### src/rtl/wbm_cmd_master_pkg.sv
// Shared types for the Wishbone command master: FSM state encoding and the
// response status codes returned on rsp_status_o.
package wbm_pkg;

  typedef enum logic [1:0] {
    S_IDLE = 2'd0,
    S_BUS  = 2'd1,
    S_RESP = 2'd2
  } wbm_state_e;

  localparam logic [1:0] ST_OK      = 2'b00;
  localparam logic [1:0] ST_BUSERR  = 2'b01;
  localparam logic [1:0] ST_TIMEOUT = 2'b10;

endpackage

### src/rtl/wbm_cmd_master_if.sv
// Command, response and Wishbone signal bundle of the command master.
// The master modport is the DUT view; slave is the host/interconnect side.
interface wbm_cmd_master_if #(
  parameter int BUS_DATA_WIDTH = 32,
  parameter int BUS_ADDR_WIDTH = 8,
  parameter int BYTE_EN_WIDTH  = BUS_DATA_WIDTH / 8
);

  logic                      cmd_valid_i;
  logic                      cmd_ready_o;
  logic                      cmd_we_i;
  logic [BYTE_EN_WIDTH-1:0]  cmd_sel_i;
  logic [BUS_ADDR_WIDTH-1:0] cmd_adr_i;
  logic [BUS_DATA_WIDTH-1:0] cmd_dat_i;

  logic                      rsp_valid_o;
  logic                      rsp_ready_i;
  logic [BUS_DATA_WIDTH-1:0] rsp_dat_o;
  logic [1:0]                rsp_status_o;

  logic                      wbm_cyc_o;
  logic                      wbm_stb_o;
  logic                      wbm_we_o;
  logic [BYTE_EN_WIDTH-1:0]  wbm_sel_o;
  logic [BUS_ADDR_WIDTH-1:0] wbm_adr_o;
  logic [BUS_DATA_WIDTH-1:0] wbm_dat_o;
  logic [BUS_DATA_WIDTH-1:0] wbm_dat_i;
  logic                      wbm_ack_i;
  logic                      wbm_err_i;

  modport master (
    input  cmd_valid_i, cmd_we_i, cmd_sel_i, cmd_adr_i, cmd_dat_i,
    input  rsp_ready_i, wbm_dat_i, wbm_ack_i, wbm_err_i,
    output cmd_ready_o, rsp_valid_o, rsp_dat_o, rsp_status_o,
    output wbm_cyc_o, wbm_stb_o, wbm_we_o, wbm_sel_o, wbm_adr_o, wbm_dat_o
  );

  modport slave (
    output cmd_valid_i, cmd_we_i, cmd_sel_i, cmd_adr_i, cmd_dat_i,
    output rsp_ready_i, wbm_dat_i, wbm_ack_i, wbm_err_i,
    input  cmd_ready_o, rsp_valid_o, rsp_dat_o, rsp_status_o,
    input  wbm_cyc_o, wbm_stb_o, wbm_we_o, wbm_sel_o, wbm_adr_o, wbm_dat_o
  );

endinterface

### src/rtl/wbm_cmd_master_timeout.sv
// Saturating, loadable up-counter for the bus-cycle timeout. o_tc is high
// when the increment taken on the coming edge reaches TIMEOUT.
module wbm_timeout #(
  parameter int TIMEOUT = 255,
  parameter int CNT_W   = $clog2(TIMEOUT + 1)
) (
  input  logic             i_clk,
  input  logic             i_rst_n,
  input  logic             i_clr,
  input  logic             i_load,
  input  logic [CNT_W-1:0] i_load_val,
  input  logic             i_en,
  output logic             o_tc
);

  localparam logic [CNT_W-1:0] CNT_MAX = CNT_W'(TIMEOUT);

  logic [CNT_W-1:0] r_cnt;
  logic [CNT_W:0]   w_cnt_inc;

  assign w_cnt_inc = {1'b0, r_cnt} + (CNT_W + 1)'(1);
  assign o_tc      = i_en && (w_cnt_inc >= (CNT_W + 1)'(TIMEOUT));

  // Counter state: clear wins over load, which wins over the saturating increment.
  always_ff @(posedge i_clk or negedge i_rst_n) begin
    if (!i_rst_n) begin
      r_cnt <= {CNT_W{1'b0}};
    end else if (i_clr) begin
      r_cnt <= {CNT_W{1'b0}};
    end else if (i_load) begin
      r_cnt <= i_load_val;
    end else if (i_en && (r_cnt != CNT_MAX)) begin
      r_cnt <= r_cnt + CNT_W'(1);
    end else begin
      r_cnt <= r_cnt;
    end
  end

endmodule

### src/rtl/wbm_cmd_master.sv
// Wishbone classic single-transfer master: each accepted command runs one bus
// cycle, and its outcome (ok / bus error / timeout) is returned on rsp_*.
module wbm_cmd_master
  import wbm_pkg::*;
#(
  parameter int BUS_DATA_WIDTH = 32,
  parameter int BUS_ADDR_WIDTH = 8,
  parameter int TIMEOUT        = 255
) (
  input  logic             wb_clk_i,
  input  logic             wb_rst_i,
  wbm_cmd_master_if.master bus
);

  localparam int BYTE_EN_WIDTH = BUS_DATA_WIDTH / 8;
  localparam int CNT_W         = $clog2(TIMEOUT + 1);

  wbm_state_e                r_state;
  wbm_state_e                w_state_nxt;

  logic                      r_cmd_ready;
  logic                      r_cyc;
  logic                      r_we;
  logic [BYTE_EN_WIDTH-1:0]  r_sel;
  logic [BUS_ADDR_WIDTH-1:0] r_adr;
  logic [BUS_DATA_WIDTH-1:0] r_dat;
  logic                      r_rsp_valid;
  logic [BUS_DATA_WIDTH-1:0] r_rsp_dat;
  logic [1:0]                r_rsp_status;

  logic                      w_cmd_hs;
  logic                      w_in_bus;
  logic                      w_tc;
  logic                      w_bus_done;
  logic                      w_cmd_ready_nxt;
  logic                      w_cyc_nxt;
  logic                      w_rsp_valid_nxt;
  logic [BUS_DATA_WIDTH-1:0] w_rsp_dat_nxt;
  logic [1:0]                w_rsp_status_nxt;

  // r_cmd_ready rather than the state is used so nothing is taken in the cycle after reset release
  assign w_cmd_hs   = (r_state == S_IDLE) && bus.cmd_valid_i && r_cmd_ready;
  assign w_in_bus   = (r_state == S_BUS);
  assign w_bus_done = w_in_bus && (bus.wbm_err_i || bus.wbm_ack_i || w_tc);

  wbm_timeout #(
    .TIMEOUT (TIMEOUT),
    .CNT_W   (CNT_W)
  ) u_timeout (
    .i_clk      (wb_clk_i),
    .i_rst_n    (wb_rst_i),
    .i_clr      (w_cmd_hs),
    .i_load     (1'b0),
    .i_load_val ({CNT_W{1'b0}}),
    .i_en       (w_in_bus),
    .o_tc       (w_tc)
  );

  // FSM state register.
  always_ff @(posedge wb_clk_i or negedge wb_rst_i) begin
    if (!wb_rst_i) begin
      r_state <= S_IDLE;
    end else begin
      r_state <= w_state_nxt;
    end
  end

  // FSM next-state logic.
  always_comb begin
    w_state_nxt = r_state;
    case (r_state)
      S_IDLE: begin
        if (w_cmd_hs) w_state_nxt = S_BUS;
        else          w_state_nxt = S_IDLE;
      end
      S_BUS: begin
        if (w_bus_done) w_state_nxt = S_RESP;
        else            w_state_nxt = S_BUS;
      end
      S_RESP: begin
        if (bus.rsp_ready_i) w_state_nxt = S_IDLE;
        else                 w_state_nxt = S_RESP;
      end
      default: w_state_nxt = S_IDLE;
    endcase
  end

  // FSM outputs, computed one cycle ahead so every port comes straight from a flop.
  always_comb begin
    w_cmd_ready_nxt  = (w_state_nxt == S_IDLE);
    w_cyc_nxt        = (w_state_nxt == S_BUS);
    w_rsp_valid_nxt  = (w_state_nxt == S_RESP);
    w_rsp_dat_nxt    = r_rsp_dat;
    w_rsp_status_nxt = r_rsp_status;
    if (w_bus_done) begin
      if (bus.wbm_err_i) begin
        w_rsp_status_nxt = ST_BUSERR;
        w_rsp_dat_nxt    = {BUS_DATA_WIDTH{1'b0}};
      end else if (bus.wbm_ack_i) begin
        w_rsp_status_nxt = ST_OK;
        w_rsp_dat_nxt    = r_we ? {BUS_DATA_WIDTH{1'b0}} : bus.wbm_dat_i;
      end else begin
        w_rsp_status_nxt = ST_TIMEOUT;
        w_rsp_dat_nxt    = {BUS_DATA_WIDTH{1'b0}};
      end
    end else begin
      w_rsp_status_nxt = r_rsp_status;
      w_rsp_dat_nxt    = r_rsp_dat;
    end
  end

  // Control and response registers.
  always_ff @(posedge wb_clk_i or negedge wb_rst_i) begin
    if (!wb_rst_i) begin
      r_cmd_ready  <= 1'b0;
      r_cyc        <= 1'b0;
      r_rsp_valid  <= 1'b0;
      r_rsp_dat    <= {BUS_DATA_WIDTH{1'b0}};
      r_rsp_status <= ST_OK;
    end else begin
      r_cmd_ready  <= w_cmd_ready_nxt;
      r_cyc        <= w_cyc_nxt;
      r_rsp_valid  <= w_rsp_valid_nxt;
      r_rsp_dat    <= w_rsp_dat_nxt;
      r_rsp_status <= w_rsp_status_nxt;
    end
  end

  // Request registers: captured on command acceptance, held for the whole bus cycle.
  always_ff @(posedge wb_clk_i or negedge wb_rst_i) begin
    if (!wb_rst_i) begin
      r_we  <= 1'b0;
      r_sel <= {BYTE_EN_WIDTH{1'b0}};
      r_adr <= {BUS_ADDR_WIDTH{1'b0}};
      r_dat <= {BUS_DATA_WIDTH{1'b0}};
    end else if (w_cmd_hs) begin
      r_we  <= bus.cmd_we_i;
      r_sel <= bus.cmd_sel_i;
      r_adr <= bus.cmd_adr_i;
      r_dat <= bus.cmd_dat_i;
    end else begin
      r_we  <= r_we;
      r_sel <= r_sel;
      r_adr <= r_adr;
      r_dat <= r_dat;
    end
  end

  assign bus.cmd_ready_o  = r_cmd_ready;
  assign bus.rsp_valid_o  = r_rsp_valid;
  assign bus.rsp_dat_o    = r_rsp_dat;
  assign bus.rsp_status_o = r_rsp_status;
  assign bus.wbm_cyc_o    = r_cyc;
  assign bus.wbm_stb_o    = r_cyc;
  assign bus.wbm_we_o     = r_we;
  assign bus.wbm_sel_o    = r_sel;
  assign bus.wbm_adr_o    = r_adr;
  assign bus.wbm_dat_o    = r_dat;

endmodule

### src/flat_wrapper.sv
// flat-port wrapper written by rule: the top's interface ports become plain ports
module wbm_cmd_master_flat import wbm_pkg::*;
#(
  parameter int BUS_DATA_WIDTH = 32,
  parameter int BUS_ADDR_WIDTH = 8,
  parameter int TIMEOUT        = 255
)
  (wb_clk_i, wb_rst_i, bus_cmd_valid_i, bus_cmd_we_i, bus_cmd_sel_i, bus_cmd_adr_i, bus_cmd_dat_i, bus_rsp_ready_i, bus_wbm_dat_i, bus_wbm_ack_i, bus_wbm_err_i, bus_cmd_ready_o, bus_rsp_valid_o, bus_rsp_dat_o, bus_rsp_status_o, bus_wbm_cyc_o, bus_wbm_stb_o, bus_wbm_we_o, bus_wbm_sel_o, bus_wbm_adr_o, bus_wbm_dat_o);
  wbm_cmd_master_if #(.BUS_DATA_WIDTH(BUS_DATA_WIDTH), .BUS_ADDR_WIDTH(BUS_ADDR_WIDTH)) bus_i ();
  input  logic wb_clk_i;
  input  logic wb_rst_i;
  input wire logic [$bits(bus_i.cmd_valid_i)-1:0] bus_cmd_valid_i;
  input wire logic [$bits(bus_i.cmd_we_i)-1:0] bus_cmd_we_i;
  input wire logic [$bits(bus_i.cmd_sel_i)-1:0] bus_cmd_sel_i;
  input wire logic [$bits(bus_i.cmd_adr_i)-1:0] bus_cmd_adr_i;
  input wire logic [$bits(bus_i.cmd_dat_i)-1:0] bus_cmd_dat_i;
  input wire logic [$bits(bus_i.rsp_ready_i)-1:0] bus_rsp_ready_i;
  input wire logic [$bits(bus_i.wbm_dat_i)-1:0] bus_wbm_dat_i;
  input wire logic [$bits(bus_i.wbm_ack_i)-1:0] bus_wbm_ack_i;
  input wire logic [$bits(bus_i.wbm_err_i)-1:0] bus_wbm_err_i;
  output wire logic [$bits(bus_i.cmd_ready_o)-1:0] bus_cmd_ready_o;
  output wire logic [$bits(bus_i.rsp_valid_o)-1:0] bus_rsp_valid_o;
  output wire logic [$bits(bus_i.rsp_dat_o)-1:0] bus_rsp_dat_o;
  output wire logic [$bits(bus_i.rsp_status_o)-1:0] bus_rsp_status_o;
  output wire logic [$bits(bus_i.wbm_cyc_o)-1:0] bus_wbm_cyc_o;
  output wire logic [$bits(bus_i.wbm_stb_o)-1:0] bus_wbm_stb_o;
  output wire logic [$bits(bus_i.wbm_we_o)-1:0] bus_wbm_we_o;
  output wire logic [$bits(bus_i.wbm_sel_o)-1:0] bus_wbm_sel_o;
  output wire logic [$bits(bus_i.wbm_adr_o)-1:0] bus_wbm_adr_o;
  output wire logic [$bits(bus_i.wbm_dat_o)-1:0] bus_wbm_dat_o;
  assign bus_i.cmd_valid_i = bus_cmd_valid_i;
  assign bus_i.cmd_we_i = bus_cmd_we_i;
  assign bus_i.cmd_sel_i = bus_cmd_sel_i;
  assign bus_i.cmd_adr_i = bus_cmd_adr_i;
  assign bus_i.cmd_dat_i = bus_cmd_dat_i;
  assign bus_i.rsp_ready_i = bus_rsp_ready_i;
  assign bus_i.wbm_dat_i = bus_wbm_dat_i;
  assign bus_i.wbm_ack_i = bus_wbm_ack_i;
  assign bus_i.wbm_err_i = bus_wbm_err_i;
  assign bus_cmd_ready_o = bus_i.cmd_ready_o;
  assign bus_rsp_valid_o = bus_i.rsp_valid_o;
  assign bus_rsp_dat_o = bus_i.rsp_dat_o;
  assign bus_rsp_status_o = bus_i.rsp_status_o;
  assign bus_wbm_cyc_o = bus_i.wbm_cyc_o;
  assign bus_wbm_stb_o = bus_i.wbm_stb_o;
  assign bus_wbm_we_o = bus_i.wbm_we_o;
  assign bus_wbm_sel_o = bus_i.wbm_sel_o;
  assign bus_wbm_adr_o = bus_i.wbm_adr_o;
  assign bus_wbm_dat_o = bus_i.wbm_dat_o;
  wbm_cmd_master #(.BUS_DATA_WIDTH(BUS_DATA_WIDTH), .BUS_ADDR_WIDTH(BUS_ADDR_WIDTH), .TIMEOUT(TIMEOUT)) u_core (.wb_clk_i(wb_clk_i), .wb_rst_i(wb_rst_i), .bus(bus_i));
endmodule
### config.mk
export PLATFORM = sky130hd
export DESIGN_NAME = wbm_cmd_master_flat
export DESIGN_NICKNAME = d
export VERILOG_FILES = /design/src/rtl/wbm_cmd_master_pkg.sv /design/src/rtl/wbm_cmd_master_if.sv /design/src/rtl/wbm_cmd_master_timeout.sv /design/src/rtl/wbm_cmd_master.sv /design/src/flat_wrapper.sv
export SDC_FILE = /design/constraint.sdc
export NUM_CORES = 1
export LEC_CHECK = 0
export ABC_AREA = 1
export ABC_CLOCK_PERIOD_IN_PS = 5110
export CAP_MARGIN = 20
export CELL_PAD_IN_SITES_DETAIL_PLACEMENT = 0
export CELL_PAD_IN_SITES_GLOBAL_PLACEMENT = 1
export CORE_MARGIN = 4
export CORE_UTILIZATION = 34
export DETAILED_ROUTE_END_ITERATION = 16
export GPL_TIMING_DRIVEN = 0
export PLACE_DENSITY = 0.87
export RECOVER_POWER = 25
export REMOVE_ABC_BUFFERS = 1
export SLEW_MARGIN = 10
export SYNTH_ARGS = -nofsm -noshare
export SYNTH_HDL_FRONTEND = slang
export SYNTH_SLANG_ARGS = --single-unit
### constraint.sdc
create_clock -name wb_clk_i -period 5.11 [get_ports wb_clk_i]
set_input_delay 0.7665 -clock wb_clk_i [delete_from_list [all_inputs] [get_ports wb_clk_i]]
set_output_delay 0.7665 -clock wb_clk_i [all_outputs]
set_load 0.005 [all_outputs]
## Yosys cells after proc, flatten, opt, wreduce, memory -nomap -nowiden

Cells that the tools add are included.
Widths: inputs -> output; s select.

- Input port bits: 83
- Output and inout bits: 83
- Flip-flop bits (word level): 92
- Logic and storage cells: 40

- Equal/unequal tests: 5
- Multiplexer cells: 11
- Order comparisons: 1
- $add $sub $neg: 2
- Reductions and logical operators: 10

Operators by type and width:

| kind | number |
|---|---|
| $mux 32 | 3 |
| $mux 8 | 2 |
| $add 8x1->9 const B | 1 |
| $ge 9x8->1 const B | 1 |
| $add 8x1->8 const B | 1 |
| $mux 2 | 4 |
| $ne 8x8->1 const B | 1 |
| $pmux 2 s3 | 1 |
| $logic_and 1x1->1 | 5 |
| $eq 2x1->1 const B | 2 |
| $eq 2x2->1 const B | 2 |
| $logic_not 2->1 | 2 |
| $logic_or 1x1->1 | 2 |
| $reduce_bool 2->1 | 1 |
| $mux 1 | 1 |

## Logic depth before layout (Yosys ltp)

- Word-level depth: 8
- Mapped depth: 13

## Hierarchy

Synthesis repeated with hierarchy kept, for this count alone.

- Cell total of the unflattened synthesis: 520
- Area total of the unflattened synthesis: 4160.2 um2

Modules (own cells, without submodules):

| module | seq. area each (um2) | cells each | area an instance (um2) | times used |
|---|---|---|---|---|
| wbm_cmd_master | 2102.0 | 427 | 3537.1 | 1 |
| wbm_timeout | 200.2 | 93 | 623.1 | 1 |

## Least setup slack after synthesis

No wires, ideal clock.

- Kind: input-to-reg
- Start point: input port bus_cmd_valid_i
- End point: register u_core.r_dat[13], in the netlist u_core.bus.wbm_dat_o[13]
- Slack: 3.190 ns
- Library setup time: 0.125 ns
- Required time: 4.985 ns
- Stages: 4
- Arrival time: 1.795 ns
- Cell sequence: nand4_1 > clkbuf_1 > buf_2 > mux2_2

- Longest elaborated chain between the ends: 2

Ends and longest elaborated chain:

| element | line | source |
|---|---|---|
| from (decl) | flat_wrapper.sv:12 | `input wire logic [$bits(bus_i.cmd_valid_i)-1:0] bus_cmd_valid_i;` |
| $logic_and 1x1->1 (2 in series) | wbm_cmd_master.sv:42 | `assign w_cmd_hs = (r_state == S_IDLE) && bus.cmd_valid_i && r_cmd_ready;` |
| to (signal assigned) | wbm_cmd_master.sv:135 | `r_dat <= {BUS_DATA_WIDTH{1'b0}};` |
| to (signal assigned) | wbm_cmd_master.sv:140 | `r_dat <= bus.cmd_dat_i;` |
| to (signal assigned) | wbm_cmd_master.sv:145 | `r_dat <= r_dat;` |
| to (decl) | wbm_cmd_master.sv:26 | `logic [BUS_DATA_WIDTH-1:0] r_dat;` |

No other way between the ends.
A chain may end at the register's enable or synchronous reset.

==> metrics <==
Worst Clk Skew=slightly above 9 ps; share of cells above drive strength 1=0.142; crit-path cells=clkbuf_1 -> clkbuf_2; Total Neg Setup Slack=0 ps; initial antenna violation count=0; # DRC=0; leakage power=~2.9 nW; top post-synthesis cells by area=dfrtp_1 (58%), mux2_2 (13%), nand2_1 (11%); Worst Tran Pin Value=1590 ps; GRT overflow=0; final antenna-violating net count=0; drt total wl=10.2 mm; first-pass GRT wire length=16.0 mm; synthesis-to-finish area growth=52.0%; post-DR wirelength/cell=around 14 microns; CTS tree=done; critical path data required time=5270 ps; ant diodes=0; CTS root buf=clkbuf_16; dpl hpwl=7.59 mm; Setup CP Type=input pin to asynchronous set/reset pin; Slew headroom=-0.0613; largest stage delay on the critical path=1340 ps; I/O Pins=166; Post-Synthesis Cells=between 300 and 400; met3 wire length=about 710 microns; post-synthesis register bit count=92; CP max FO=64; vias in the first global route=3349; worst r2r dst=u_core.bus.cmd_ready_o; die area=0.0135 sq mm; WP buf/inv=2; Num CTS Buffers=9; RSZ-0062 raised after global routing=no; Max H-tree Level=3; failing checks=capacitance limit, slew limit; Reg2Reg Depth=11; leading area contributor after synthesis=dfrtp_1; critical path depth=2; Die Height=116 microns; Hold WC Path Type=register to register; Fin. Hold Viols=0; PostCTS Resize Cnt=0; WHS=480 ps; Final nets=646; Via density=4.54; port buffer count=165; DR pass1 iterations=4; max layer used=met4; gr usage total=0.153; Setup crit end kind=asynchronous set/reset pin; post-CTS setup repair buffer count=0; largest net degree at the start of global routing=65; met2 WL=roughly 5.4 mm; gpl congestion=0.822; vias after detailed routing=between 3000 and 4000; Seq/Total Area, Yosys=0.579; FF-to-FF Start=u_core.u_timeout.r_cnt[1]; cell row count=39; Post-CTS Hold Fix Bufs=0; share of the synthesized area in the top cell type=0.579; CTS Buffer Depth=2; fin crit share=0.606; clk sinks=92; Die Width=116 microns; CORE AREA=0.0114 sq mm; Max Slew Vio Count=95; crit path to=u_core.bus.rsp_dat_o[16]; status=complete, but fails checks; max_cap viols=2; Mapped Area=0.00398 sq mm; FMAX=323 MHz; setup violators final=0; wire length on met1=~3.9 mm; post-synthesis average cell area=between 10 and 15 sq um; Critical path origin=wb_rst_i; Unique masters post-synth=26; Initial Utilization=0.348; Syn. warnings=0; initial drt markers=75; Clock Pin Slew Worst Setup and Hold Paths=~60 ps; VDD IR-drop max=0.281 mV; startpoint types=input pin; Reg2Reg Setup Slack=2710 ps; Worst-Skew Late Latency=340 ps; Final min period=3100 ps; Crit-path slowest cell=clkbuf_2; Crit path max-delay family=buffers and inverters; Data arrival, critical path=3250 ps; P per Cell Area=556 mW/mm^2
## metal layers
metal  GRT usage  vias up
met3      0.0477       15
met2       0.259       85
met4      0.0665        0
met5           0        -
li1            -     1552
met1       0.180     1559
## area by class of cell
type / count / area, sq um
inverters: 47 / 176
well taps: 143 / 179
clock inverters: 4 / 73.8
multi-input cells: 242 / 1390
clock buffers: 11 / 243
repair buffers: 169 / 1680
flip-flops and latches: 92 / 2300
fillers: 1074 / 5370
## per-stage QoR
step / instances / total power [mW] / setup slack (ps) / instance area, sq um / utilization
floorplan: 381 / 1.81 / 2030 / 3860 / -
global placement: 689 / 2.66 / -274 / 5700 / 0.499
detailed placement: 693 / 2.70 / 2210 / 5750 / 0.504
CTS: 708 / 3.42 / 2560 / 6070 / 0.532
finish: 708 / 3.36 / 2010 / 6040 / 0.529
global route: 708 / 3.59 / 1410 / 6040 / 0.529
## state kept, by name (all words and copies together), names as in the netlist
name / flops
u_core.bus.wbm_cyc_o: 1
u_core.bus.rsp_dat_o: 32
u_core.bus.rsp_status_o: 2
u_core.bus.wbm_sel_o: 4
u_core.u_timeout.r_cnt: 8
u_core.bus.wbm_dat_o: 32
u_core.bus.wbm_we_o: 1
u_core.bus.cmd_ready_o: 1
u_core.bus.rsp_valid_o: 1
u_core.bus.wbm_adr_o: 8
u_core.r_state: 2
## worst min path at each step
stage | cells past startpoint | slack, ps | startpoint | end
2_1_floorplan | 0 | 470 | wb_rst_i | u_core.bus.cmd_ready_o
3_3_place_gp | 2 | 460 | u_core.bus.rsp_dat_o[16] | u_core.bus.rsp_dat_o[16]
3_5_place_dp | 2 | 470 | u_core.bus.rsp_dat_o[30] | u_core.bus.rsp_dat_o[30]
4_1_cts | 1 | 370 | wb_rst_i | u_core.bus.rsp_dat_o[18]
5_1_grt | 2 | 510 | u_core.bus.rsp_status_o[0] | u_core.bus.rsp_status_o[0]
6_report | 2 | 480 | u_core.bus.rsp_status_o[0] | u_core.bus.rsp_status_o[0]
## cell usage after synthesis (all sizes together)
library cell	count
nand2	124
buf	10
ha	2
or3b	1
nand3b	1
o22ai	2
nand3	9
nand4	2
clkbuf	6
dfrtp	92
o21ai	6
a31oi	1
a22o	1
a21oi	1
inv	47
mux2	45
o21bai	2
nor2	44
xor2	1
## report_power, final
group / leakage (nW) / total (mW) / internal [mW] / switching (mW)
clock network: 0.156 / 0.705 / 0.439 / 0.265
logic: 1.54 / 1.41 / 0.872 / 0.534
registers: 1.16 / 1.25 / 1.06 / 0.187
## cell usage in the layout, fill, tap and decap left out, types with 2 or more instances in the layout
master / netlist / routed
mux2_2: 45 / 45
dfrtp_1: 92 / 92
ha_1: 2 / 2
nor2_2: 2 / 2
o21ai_0: 6 / 6
nand4_1: 2 / 2
o22ai_1: 2 / 2
nand2_1: 113 / 113
clkbuf_16: 0 / 9
nor2_1: 42 / 42
clkbuf_1: 6 / 2
inv_1: 47 / 47
nand3_1: 8 / 8
bufinv_16: 0 / 2
buf_6: 6 / 3
nand2_2: 11 / 11
clkdlybuf4s50_1: 0 / 164
## cell families (layout without fill, tap and decap cells)
| kind of cell | after synthesis | in the layout | share of synthesized area |
|---|---|---|---|
| adder cells (fa/ha/maj) | 2 | 2 | 0.00629 |
| multiplexers | 45 | 45 | 0.127 |
| XOR/XNOR | 1 | 1 | 0.00220 |
| AND/OR/NAND/NOR | 181 | 181 | 0.187 |
| flip-flops | 92 | 92 | 0.579 |
| buffers and inverters | 63 | 231 | 0.0724 |
| AO/OA/AOI/OAI | 13 | 13 | 0.0261 |
(Power assumes the default switching activity.)
